--- src/rtl/prog_loader.sv ---
// prog_loader: byte-stream front end for the CPU.
//
// Parses framed commands from a valid/ready byte stream:
//   CMD_IM  len_hi len_lo {hi lo}*N  -> N 16-bit instruction words at IM[0..N-1]
//   CMD_DM  len_hi len_lo {b}*N      -> N data bytes at DM[0..N-1]
//   CMD_RUN                          -> status=11 until end_process rises, then done
//
// Ports:
//   clk, rst_n          clock, asynchronous active-low reset
//   in_data_i/in_valid_i/in_ready_o   byte stream handshake
//   end_process_i       CPU completion level
//   status_o            CPU mode: 00 idle, 01 instr load, 10 data load, 11 run
//   im_we_o/im_addr_o/im_data_o       instruction memory write port
//   dm_we_o/dm_addr_o/dm_data_o       data memory write port
//   busy_o              high whenever the parser is not idle
//   done_o              one-cycle pulse when a run completes
//   err_o               sticky error, cleared by the next valid command byte
module prog_loader #(
    parameter int unsigned IM_DEPTH = 256,
    parameter int unsigned DM_DEPTH = 256,
    parameter logic [7:0]  CMD_IM   = 8'hA1,
    parameter logic [7:0]  CMD_DM   = 8'hA2,
    parameter logic [7:0]  CMD_RUN  = 8'hA3
) (
    input  logic        clk,
    input  logic        rst_n,
    input  logic [7:0]  in_data_i,
    input  logic        in_valid_i,
    output logic        in_ready_o,
    input  logic        end_process_i,
    output logic [1:0]  status_o,
    output logic        im_we_o,
    output logic [15:0] im_addr_o,
    output logic [15:0] im_data_o,
    output logic        dm_we_o,
    output logic [15:0] dm_addr_o,
    output logic [7:0]  dm_data_o,
    output logic        busy_o,
    output logic        done_o,
    output logic        err_o
);

    typedef enum logic [2:0] {
        StIdle,
        StLenHi,
        StLenLo,
        StPayHi,
        StPayLo,
        StRun
    } state_e;

    // 17 bits so a 16-bit length of 65535 compares correctly against any depth.
    localparam logic [16:0] ImDepthW = 17'(IM_DEPTH);
    localparam logic [16:0] DmDepthW = 17'(DM_DEPTH);

    state_e      state_q, state_d;
    logic        target_q, target_d;   // 0: instruction memory, 1: data memory
    logic [15:0] len_q, len_d;
    logic [15:0] cnt_q, cnt_d;
    logic [7:0]  hi_q, hi_d;
    logic        armed_q, armed_d;     // end_process has been seen low during this run
    logic [1:0]  status_q, status_d;
    logic        im_we_q, im_we_d;
    logic [15:0] im_addr_q, im_addr_d;
    logic [15:0] im_data_q, im_data_d;
    logic        dm_we_q, dm_we_d;
    logic [15:0] dm_addr_q, dm_addr_d;
    logic [7:0]  dm_data_q, dm_data_d;
    logic        done_q, done_d;
    logic        err_q, err_d;

    logic        in_ready;
    logic        accept;
    logic [15:0] len_full;
    logic [16:0] depth;
    logic [15:0] cnt_inc;

    assign in_ready = (state_q != StRun);
    assign accept   = in_valid_i && in_ready;
    assign len_full = {len_q[15:8], in_data_i};
    assign depth    = target_q ? DmDepthW : ImDepthW;
    assign cnt_inc  = cnt_q + 16'd1;

    always_comb begin
        state_d   = state_q;
        target_d  = target_q;
        len_d     = len_q;
        cnt_d     = cnt_q;
        hi_d      = hi_q;
        armed_d   = armed_q;
        im_we_d   = 1'b0;
        im_addr_d = im_addr_q;
        im_data_d = im_data_q;
        dm_we_d   = 1'b0;
        dm_addr_d = dm_addr_q;
        dm_data_d = dm_data_q;
        done_d    = 1'b0;
        err_d     = err_q;

        case (state_q)
            StIdle: begin
                if (accept) begin
                    if (in_data_i == CMD_IM || in_data_i == CMD_DM) begin
                        target_d = (in_data_i == CMD_DM);
                        err_d    = 1'b0;
                        state_d  = StLenHi;
                    end else if (in_data_i == CMD_RUN) begin
                        err_d   = 1'b0;
                        // A completion flag already high at launch is stale.
                        armed_d = ~end_process_i;
                        state_d = StRun;
                    end else begin
                        err_d = 1'b1;
                    end
                end
            end
            StLenHi: begin
                if (accept) begin
                    len_d   = {in_data_i, len_q[7:0]};
                    state_d = StLenLo;
                end
            end
            StLenLo: begin
                if (accept) begin
                    len_d = len_full;
                    if (len_full == 16'd0) begin
                        state_d = StIdle;
                    end else if ({1'b0, len_full} > depth) begin
                        err_d   = 1'b1;
                        state_d = StIdle;
                    end else begin
                        cnt_d   = 16'd0;
                        state_d = target_q ? StPayLo : StPayHi;
                    end
                end
            end
            StPayHi: begin
                if (accept) begin
                    hi_d    = in_data_i;
                    state_d = StPayLo;
                end
            end
            StPayLo: begin
                if (accept) begin
                    if (target_q) begin
                        dm_we_d   = 1'b1;
                        dm_addr_d = cnt_q;
                        dm_data_d = in_data_i;
                    end else begin
                        im_we_d   = 1'b1;
                        im_addr_d = cnt_q;
                        im_data_d = {hi_q, in_data_i};
                    end
                    cnt_d = cnt_inc;
                    if (cnt_inc == len_q) begin
                        state_d = StIdle;
                    end else begin
                        state_d = target_q ? StPayLo : StPayHi;
                    end
                end
            end
            StRun: begin
                armed_d = armed_q | ~end_process_i;
                if (armed_q && end_process_i) begin
                    done_d  = 1'b1;
                    state_d = StIdle;
                end
            end
            default: begin
                state_d = StIdle;
            end
        endcase
    end

    // Status follows the current state with one cycle of lag.
    always_comb begin
        status_d = 2'b00;
        case (state_q)
            StLenHi, StLenLo, StPayHi, StPayLo: status_d = target_q ? 2'b10 : 2'b01;
            StRun:                               status_d = 2'b11;
            default:                             status_d = 2'b00;
        endcase
    end

    always_ff @(posedge clk or negedge rst_n) begin
        if (!rst_n) begin
            state_q   <= StIdle;
            target_q  <= 1'b0;
            len_q     <= '0;
            cnt_q     <= '0;
            hi_q      <= '0;
            armed_q   <= 1'b0;
            status_q  <= 2'b00;
            im_we_q   <= 1'b0;
            im_addr_q <= '0;
            im_data_q <= '0;
            dm_we_q   <= 1'b0;
            dm_addr_q <= '0;
            dm_data_q <= '0;
            done_q    <= 1'b0;
            err_q     <= 1'b0;
        end else begin
            state_q   <= state_d;
            target_q  <= target_d;
            len_q     <= len_d;
            cnt_q     <= cnt_d;
            hi_q      <= hi_d;
            armed_q   <= armed_d;
            status_q  <= status_d;
            im_we_q   <= im_we_d;
            im_addr_q <= im_addr_d;
            im_data_q <= im_data_d;
            dm_we_q   <= dm_we_d;
            dm_addr_q <= dm_addr_d;
            dm_data_q <= dm_data_d;
            done_q    <= done_d;
            err_q     <= err_d;
        end
    end

    assign in_ready_o = in_ready;
    assign status_o   = status_q;
    assign im_we_o    = im_we_q;
    assign im_addr_o  = im_addr_q;
    assign im_data_o  = im_data_q;
    assign dm_we_o    = dm_we_q;
    assign dm_addr_o  = dm_addr_q;
    assign dm_data_o  = dm_data_q;
    assign busy_o     = (state_q != StIdle);
    assign done_o     = done_q;
    assign err_o      = err_q;

endmodule

--- config.mk ---
export PLATFORM = sky130hd
export DESIGN_NAME = prog_loader
export DESIGN_NICKNAME = d
export VERILOG_FILES = /design/src/rtl/prog_loader.sv
export SDC_FILE = /design/constraint.sdc
export NUM_CORES = 1
export LEC_CHECK = 0
export BUFFER_PORTS_ARGS = -buffer_cell sky130_fd_sc_hd__clkbuf_2
export CORE_MARGIN = 5
export CORE_UTILIZATION = 30
export CTS_CLUSTER_DIAMETER = 30
export DETAILED_ROUTE_END_ITERATION = 8
export SETUP_SLACK_MARGIN = 0.05
export SYNTH_ARGS = -nofsm -noshare
export SYNTH_HDL_FRONTEND = slang
export SYNTH_SLANG_ARGS = --single-unit
export TNS_END_PERCENT = 30
--- constraint.sdc ---
create_clock -name clk -period 4.3 [get_ports clk]
set_clock_uncertainty 0.15 [all_clocks]
set_input_delay 0.215 -clock clk [delete_from_list [all_inputs] [get_ports clk]]
set_output_delay 0.215 -clock clk [all_outputs]
set_load 0.02 [all_outputs]
==> impl_metrics.py, run 1 <==
metrics = {
    "status": {
        "run_status": "completed",
    },
    "critical_path": {
        "crit_arrival_ns": 2.94,
        "worst-path-buf-inv": 1,
        "crit_family": "simple AND/OR/NAND/NOR gates",
        "slowest_stage": "nand2_1",
        "path_cells": "nor2_1, and3_1, nand2_1, buf_4, mux2_2",
        "slowest_delay_ns": 0.54,
        "cp-end-kind": "register",
        "critPathRequiredTime_ns": 4.39,
        "start_kind": "register",
        "crit_type": "reg -> reg",
        "cp_max_fo": 15,
    },
    "logic_synthesis": {
        "yosysWarnings": 0,
        "syn-cell-area_sq_mm": 0.00502,
        "synth_edf_count": 0,
        "async_flop_share": 1.00,
        "synthCells": 428,
        "ys_types": 55,
        "avgSynthCellArea_sq_um": 11.7,
        "syn_nets": 441,
        "ys_ff_latch": 107,
        "ys.flop_type": "dfrtp_1",
        "seq_area_frac_synth": 0.533,
    },
    "placed_design": {
        "placedCellCount": 699,
        "port_buffers": 75,
        "dp_hpwl_mm": 8.72,
        "dpl-instance-area_sq_mm": 0.00557,
        "place_congestion": 0.867,
    },
    "clock_tree": {
        "root_buffer": "clkbuf_16",
        "cts_tree": "done",
        "post_cts_buffers": 0,
        "cts_buffers": 9,
        "cts_buffer_depth": 2,
        "clk-insertion-delay-late_ns": 0.36,
        "cts_sinks": 107,
        "htreeDepth": 3,
        "path_clk_slew_ns": 0.07,
        "cts_resized": 0,
    },
    "timing": {
        "grt_setup_unrepaired": "false",
        "finalSetupViolations": 0,
        "finalSetupTns_ns": 0,
        "slew_headroom": 0.314,
        "maxSlewViolCount": 0,
        "finalCritPeriodShare": 0.662,
        "min_period_ns": 2.85,
        "tightestPinTransition_ns": 1.03,
        "hold_viol": 0,
        "max_freq_mhz": 351,
    },
    "cells_and_area": {
        "fin_area_sq_mm": 0.00585,
        "diodes": 0,
        "final_nets": 505,
        "syn2layout_area_growth_pct": 16.5,
        "drive_gt1_frac": 0.370,
        "stdcell_count": 717,
    },
    "global_routing": {
        "grt_pass1_vias": 3665,
        "grtUsageTotal": 0.132,
        "grt_max_degree": 82,
        "antenna_found_initial": 0,
        "grt_pass1_wl_mm": 20.5,
        "gr-total-overflow": 0,
    },
    "routing": {
        "wl_mm": 12.3,
        "drtIter0Drc": 267,
        "wl_per_cell_um": 17.2,
        "drt_pass1_iterations": 4,
        "route.detailed.drc": 0,
        "vias": 3506,
        "detail-route-antenna-nets": 0,
        "vias_per_cell": 4.89,
    },
    "job": {
        "cap_violations": 0,
    },
    "pwr": {
        "cellPowerDensity_mw_per_mm2": 582,
        "p_leak_nw": 2.74,
        "p_total_mw": 3.41,
        "peakVddDrop_uv": 251,
    },
    "floorplanning": {
        "rows": 47,
        "start_util": 0.304,
        "fp.dieH_um": 139,
        "num_io_pins": 76,
        "fp.coreArea_sq_mm": 0.0165,
        "dieArea_sq_mm": 0.0194,
        "die_x_um": 139,
    },
    "min_path": {
        "hold_class": "in -> reg",
    },
}
## flip-flops by register name (all words and copies together), names as in the netlist
register	cells
len_q	16
im_addr_o	16
dm_we_o	1
armed_q	1
state_q	3
hi_q	8
cnt_q	16
im_data_o	16
im_we_o	1
err_o	1
done_o	1
dm_data_o	8
status_o	2
dm_addr_o	16
target_q	1
## stage by stage
step           hold slack, ns  worst slack, ns  utilization
2_1_floorplan          -0.231             1.95            -
3_3_place_gp            0.256             1.57        0.337
3_5_place_dp            0.256             1.44        0.337
4_1_cts                0.0427             1.42        0.354
5_1_grt                0.0629             1.27        0.354
6_report               0.0529             1.45        0.354
## cell type report
type	count	area [sq um]
fill	1670	10700
clock inverter	5	30.0
inverter	8	30.0
clock buffer	11	233
sequential	107	2680
timing repair buffer	81	428
multi-input combinational	285	2180
tap	220	275
## cell usage after synthesis (7+ instances only)
master    instances  area (sq um)
nand2_1          28           105
xnor2_1           9          78.8
inv_1             8          30.0
a21oi_1          16          80.1
o21ai_1           7          35.0
o21ai_0          27           135
buf_2            16          80.1
mux2_2           76           856
xor2_1           11          96.3
nor2_1           24          90.1
clkbuf_1          9          33.8
nand3_1          11          55.1
nand4_1           8          50.1
dfrtp_1         107          2680
## power by group
group	internal (mW)	total, mW	switching [mW]
clock network	0.390	0.749	0.359
logic	0.486	1.11	0.625
registers	1.28	1.55	0.269
total	2.15	3.41	1.25
## metal layers
metal,part of all wire,vias up,track usage
met2,0.50,88,0.220
met5,0,-,0
met4,0.014,0,0.0417
met3,0.047,11,0.0333
met1,0.44,1744,0.169
li1,-,1663,-
## kinds of logic after synthesis
family	count (synthesis)	synth area share
xor gates and xnor gates	21	0.0396
DFF	107	0.533
and+or+nand+nor	112	0.132
muxes	76	0.170
AOI/OAI and AO/OA	75	0.0884
buffers and inverters	36	0.0339
adders and majority gates	1	0.00249
## placed cells by master (no fill, tap or decap), drive strengths merged, types with 2 or more instances in the layout
cell type / n
o41ai: 2
mux2: 76
o21ai: 34
and2: 5
a31oi: 5
o31ai: 2
inv: 8
nor3b: 4
nor3: 4
clkinvlp: 2
nor4: 7
nor2: 25
nand4: 10
nand2: 29
or3: 4
dfrtp: 107
xor2: 11
clkbuf: 85
nand3: 13
dlygate4sd3: 2
a221oi: 3
clkinv: 3
a21oi: 16
a211oi: 3
buf: 5
xnor2: 9
and3: 4
## worst paths after layout
| kind | slack [ns] | endpoint | start | depth (start not counted) |
|---|---|---|---|---|
| max | 1.45 | dm_addr_o[1] | state_q[1] | 5 |
| min | 0.05 | len_q[11] | in_data_i[3] | 2 |
| max reg2reg | 1.45 | dm_addr_o[1] | state_q[1] | 5 |
| min reg2reg | 0.34 | dm_addr_o[3] | dm_addr_o[3] | 2 |
| max in group asynchronous | 2.63 | cnt_q[1] | rst_n | 3 |
| min in group asynchronous | 0.43 | im_we_o | rst_n | 2 |
## timing repair
item | in CTS | in global routing
hold buffers | 2 | 0
hold endpoints to repair | 82 | 0
endpoints found under the setup margin | 0 | 0
(Power assumes the default switching activity.)
==> run 2, diff against run 1 <==
clock period = 2.8 ns   (was 4.3 ns; I/O delays follow)
==> impl_metrics.py, run 2 (synthesized netlist as in run 1, its figures left out) <==
metrics = {
    "clock_tree": {
        "cts_resized": 0,
        "clk-insertion-delay-late_ns": 0.36,
        "cts_tree": "done",
        "htreeDepth": 3,
        "cts_buffers": 9,
        "path_clk_slew_ns": 0.08,
        "root_buffer": "clkbuf_16",
        "cts_buffer_depth": 2,
        "post_cts_buffers": 0,
        "cts_sinks": 107,
    },
    "timing": {
        "finalSetupTns_ns": 0,
        "finalCritPeriodShare": 0.886,
        "finalSetupViolations": 0,
        "slew_headroom": 0.564,
        "min_period_ns": 2.48,
        "grt_setup_unrepaired": "false",
        "max_freq_mhz": 403,
        "maxSlewViolCount": 0,
        "tightestPinTransition_ns": 0.654,
        "hold_viol": 0,
    },
    "routing": {
        "vias": 3570,
        "vias_per_cell": 4.88,
        "route.detailed.drc": 0,
        "drtIter0Drc": 312,
        "detail-route-antenna-nets": 0,
        "drt_pass1_iterations": 4,
        "wl_per_cell_um": 16.6,
        "wl_mm": 12.2,
    },
    "floorplanning": {
        "num_io_pins": 76,
        "dieArea_sq_mm": 0.0194,
        "rows": 47,
        "start_util": 0.304,
        "fp.coreArea_sq_mm": 0.0165,
        "fp.dieH_um": 139,
        "die_x_um": 139,
    },
    "cells_and_area": {
        "final_common_cell": "dfrtp_1",
        "final_nets": 520,
        "drive_gt1_frac": 0.387,
        "syn2layout_area_growth_pct": 20.4,
        "final_cell_mix": "dfrtp_1, mux2_2, clkbuf_2",
        "diodes": 0,
    },
    "placed_design": {
        "place_congestion": 0.850,
        "dp_hpwl_mm": 8.72,
        "port_buffers": 75,
    },
    "pwr": {
        "p_switching_mw": 1.97,
        "p_leak_nw": 2.85,
        "cellPowerDensity_mw_per_mm2": 913,
        "internal_power_mw": 3.55,
        "p_seq_frac": 0.420,
        "combPwrFrac": 0.329,
        "peakVddDrop_uv": 489,
        "clkPwrFrac": 0.251,
        "p_total_mw": 5.52,
        "p_sw_frac": 0.357,
    },
    "critical_path": {
        "path_cells": "ha_1, nand3_1, nor3_2, or4bb_1, a211oi_1, nand4_1, nand3_1, a221oi_1",
        "slowest_delay_ns": 0.50,
        "crit_type": "reg -> reg",
        "crit_arrival_ns": 2.55,
        "slowest_stage": "or4bb_1",
        "cp_max_fo": 8,
        "crit_top_cell": "nand3_1",
        "start_kind": "register",
        "ff2ff_path_depth": 8,
        "critPathRequiredTime_ns": 2.87,
        "cp-end-kind": "register",
    },
    "global_routing": {
        "grt_pass1_wl_mm": 20.1,
        "gr-total-overflow": 0,
        "grt_max_degree": 50,
        "antenna_found_initial": 0,
        "grt_pass1_vias": 3642,
        "grtUsageTotal": 0.130,
    },
    "min_path": {
        "holdPathStages": 2,
        "hold_class": "in -> reg",
    },
    "status": {
        "run_status": "completed",
    },
    "job": {
        "cap_violations": 0,
    },
}
-- run 2: cell types whose count changed in the layout (fill, tap and decap cells not counted), sizes merged --
cell,change
dlygate4sd3,+3
bufinv,+2
clkbuf,-2
clkinvlp,-1
inv,+3
clkinv,-2
buf,+12
-- run 2: what timing repair did --
item	4_1_cts	5_1_grt
setup endpoints to repair	0	0
endpoints found under the hold margin	63	0
hold buffers	5	0
-- run 2: through the flow --
| stage | hold slack [ns] | setup WS [ns] | std cells | area [sq um] | util |
|---|---|---|---|---|---|
| after detailed placement | 0.0686 | 0.320 | 711 | 5670 | 0.343 |
| after floorplan | -0.306 | 0.455 | 428 | 5020 | - |
| after CTS | 0.00681 | 0.307 | 732 | 6050 | 0.366 |
| final | 0.00993 | 0.319 | 732 | 6050 | 0.366 |
| after global routing | 0.0286 | 0.106 | 732 | 6050 | 0.366 |
| after global placement | 0.0617 | 0.378 | 711 | 5670 | 0.343 |
-- run 2: critical path: cells and delay by family, from the launching register on --
family	cells	cell delay (ns)
flip-flops	1	0.48
AND/OR/NAND/NOR	5	1.13
AO/OA/AOI/OAI	2	0.35
adder cells (fa/ha/maj)	1	0.24
-- run 2: power groups by stage --
| stage | Combinational, mW | Sequential (mW) | Clock (mW) |
|---|---|---|---|
| 2_1_floorplan | 1.08 | 2.47 | 0 |
| 3_3_place_gp | 1.81 | 2.34 | 0 |
| 3_5_place_dp | 1.83 | 2.36 | 0 |
| 4_1_cts | 1.84 | 2.33 | 1.45 |
| 5_1_grt | 1.99 | 2.39 | 1.50 |
| 6_report | 1.82 | 2.32 | 1.39 |
-- run 2: path summary, 6_finish.rpt --
path	from	end	slack, ns
max in group asynchronous	rst_n	len_q[3]	1.42
max	cnt_q[1]	state_q[0]	0.32
min reg2reg	dm_addr_o[3]	dm_addr_o[3]	0.33
min in group asynchronous	rst_n	im_addr_o[12]	0.21
min	in_data_i[6]	len_q[14]	0.01
max reg2reg	cnt_q[1]	state_q[0]	0.32
-- run 2: per-layer routing --
metal / vias to the layer above / GRT usage / routed length, um
met1: 1780 / 0.172 / 5540
li1: 1693 / - / -
met2: 85 / 0.208 / 5810
met5: - / 0 / 0
met3: 12 / 0.0343 / 597
met4: 0 / 0.0463 / 227
-- run 2: cell type report --
type	instances	area [sq um]
sequential	107	2680
timing repair buffer	96	561
tap	220	275
clock buffer	9	225
inverter	8	30.0
clock inverter	7	98.8
fill	1661	10500
multi-input combinational	285	2180
==> run 3, diff against run 2 <==
CORE_UTILIZATION = 50   (was 30)
HOLD_SLACK_MARGIN = 0.02   (was not set)
PLACE_DENSITY = 0.71   (was not set)
==> impl_metrics.py, run 3 (synthesized netlist as in run 1, its figures left out) <==
metrics = {
    "critical_path": {
        "critPathRequiredTime_ns": 2.90,
        "path_cells": "nand4_4, nor3_2, o21ai_0, a221oi_1, nand4_1, nand3_1, a221oi_1",
        "cp-end-kind": "register",
        "crit_arrival_ns": 2.58,
        "crit_top_cell": "a221oi_1",
        "cp_max_fo": 14,
        "slowest_delay_ns": 0.63,
        "crit_type": "reg -> reg",
        "slowest_stage": "dfrtp_1",
        "start_kind": "register",
    },
    "pwr": {
        "p_seq_frac": 0.450,
        "combPwrFrac": 0.349,
        "p_sw_frac": 0.366,
        "p_switching_mw": 1.89,
        "internal_power_mw": 3.26,
        "p_total_mw": 5.14,
        "peakVddDrop_uv": 572,
        "p_leak_nw": 2.80,
        "cellPowerDensity_mw_per_mm2": 879,
        "clkPwrFrac": 0.201,
    },
    "global_routing": {
        "gr-total-overflow": 0,
        "grt_pass1_vias": 3553,
        "antenna_found_initial": 0,
        "grt_max_degree": 63,
        "grtUsageTotal": 0.192,
        "grt_pass1_wl_mm": 18.1,
    },
    "timing": {
        "grt_setup_unrepaired": "false",
        "slew_headroom": 0.596,
        "maxSlewViolCount": 0,
        "max_freq_mhz": 402,
        "finalSetupTns_ns": 0,
        "finalCritPeriodShare": 0.888,
        "hold_viol": 0,
        "min_period_ns": 2.49,
        "finalSetupViolations": 0,
        "tightestPinTransition_ns": 0.606,
    },
    "routing": {
        "drt_pass1_iterations": 6,
        "vias_per_cell": 5.58,
        "wl_mm": 10.9,
        "detail-route-antenna-nets": 0,
        "drtIter0Drc": 197,
        "route.detailed.drc": 0,
        "wl_per_cell_um": 16.8,
        "vias": 3600,
    },
    "cells_and_area": {
        "multi_input_area_sq_mm": 0.00218,
        "diodes": 0,
        "final_nets": 521,
        "ff_latch_area_sq_mm": 0.00268,
        "drive_gt1_frac": 0.375,
        "fill_cells": 866,
        "final_common_cell": "dfrtp_1",
        "final_cell_mix": "dfrtp_1, mux2_2, clkbuf_2",
        "syn2layout_area_growth_pct": 16.5,
    },
    "placed_design": {
        "dp_hpwl_mm": 7.54,
        "place_congestion": 0.859,
        "port_buffers": 75,
    },
    "floorplanning": {
        "start_util": 0.514,
        "die_x_um": 110,
        "fp.coreArea_sq_mm": 0.00977,
        "fp.dieH_um": 110,
        "rows": 36,
        "dieArea_sq_mm": 0.0121,
        "num_io_pins": 76,
    },
    "clock_tree": {
        "clk-insertion-delay-late_ns": 0.38,
        "cts_sinks": 107,
        "cts_tree": "done",
        "cts_buffer_depth": 2,
        "htreeDepth": 3,
        "path_clk_slew_ns": 0.10,
        "cts_buffers": 9,
        "post_cts_buffers": 0,
        "root_buffer": "clkbuf_8",
    },
    "min_path": {
        "hold_class": "in -> async",
    },
    "status": {
        "run_status": "completed",
    },
    "job": {
        "cap_violations": 0,
    },
}
-- run 3: changes by cell type in the layout (fill, tap and decap cells not counted), sizes merged --
cell         before  now
inv              11   10
clkbuf           83   84
buf              17   12
dlygate4sd3       5   11
clkinvlp          1    0
-- run 3: worst paths after layout --
path                       slack [ns]           end           from  depth (start not counted)
max reg2reg                      0.31    state_q[0]       cnt_q[2]                          7
min in group clk                 0.33       armed_q  end_process_i                          3
min reg2reg                      0.34  dm_data_o[0]   dm_data_o[0]                          2
max                              0.31    state_q[0]       cnt_q[2]                          7
max in group asynchronous        1.62     len_q[10]          rst_n                          3
min                              0.14       im_we_o          rst_n                          2
-- run 3: power by group through the flow --
stage	clock [mW]	combinational, mW	sequential [mW]
2_1_floorplan	0	1.08	2.47
3_5_place_dp	0	1.79	2.34
4_1_cts	1.06	1.80	2.31
3_3_place_gp	0	1.75	2.32
6_report	1.03	1.80	2.31
5_1_grt	1.13	1.97	2.37
-- run 3: metrics by stage --
| step | util | cell area, sq um | hold slack (ns) | std cells | setup slack [ns] |
|---|---|---|---|---|---|
| detailed placement | 0.565 | 5530 | 0.0356 | 619 | 0.274 |
| global placement | 0.565 | 5530 | 0.0304 | 619 | 0.346 |
| floorplan | - | 5020 | -0.306 | 428 | 0.455 |
| global route | 0.599 | 5850 | 0.215 | 645 | 0.102 |
| finish | 0.599 | 5850 | 0.139 | 645 | 0.313 |
| CTS | 0.599 | 5850 | 0.168 | 645 | 0.249 |
-- run 3: critical path: cells and delay by family, from the launching register on --
kind            cells  cell delay (ns)
simple gates        4             0.95
compound gates      3             0.62
flops               1             0.63
-- run 3: cell type report --
type	count	area share
Clock buffer	10	0.0218
Multi-Input combinational cell	285	0.373
Tap cell	133	0.0284
Sequential cell	107	0.457
Clock inverter	5	0.0147
Timing Repair Buffer	97	0.0996
Inverter	8	0.00513
-- run 3: timing repair --
item | 4_1_cts | 5_1_grt
endpoints found under the hold margin | 80 | 0
gates resized for setup | 0 | 1
hold buffers | 11 | 0
endpoints found under the setup margin | 0 | 1
-- run 3: per-layer routing --
metal	global-route usage	routed length, um	vias up
met2	0.302	5120	98
met5	0	0	-
li1	-	-	1703
met1	0.262	4850	1780
met4	0.0880	306	0
met3	0.0320	585	19
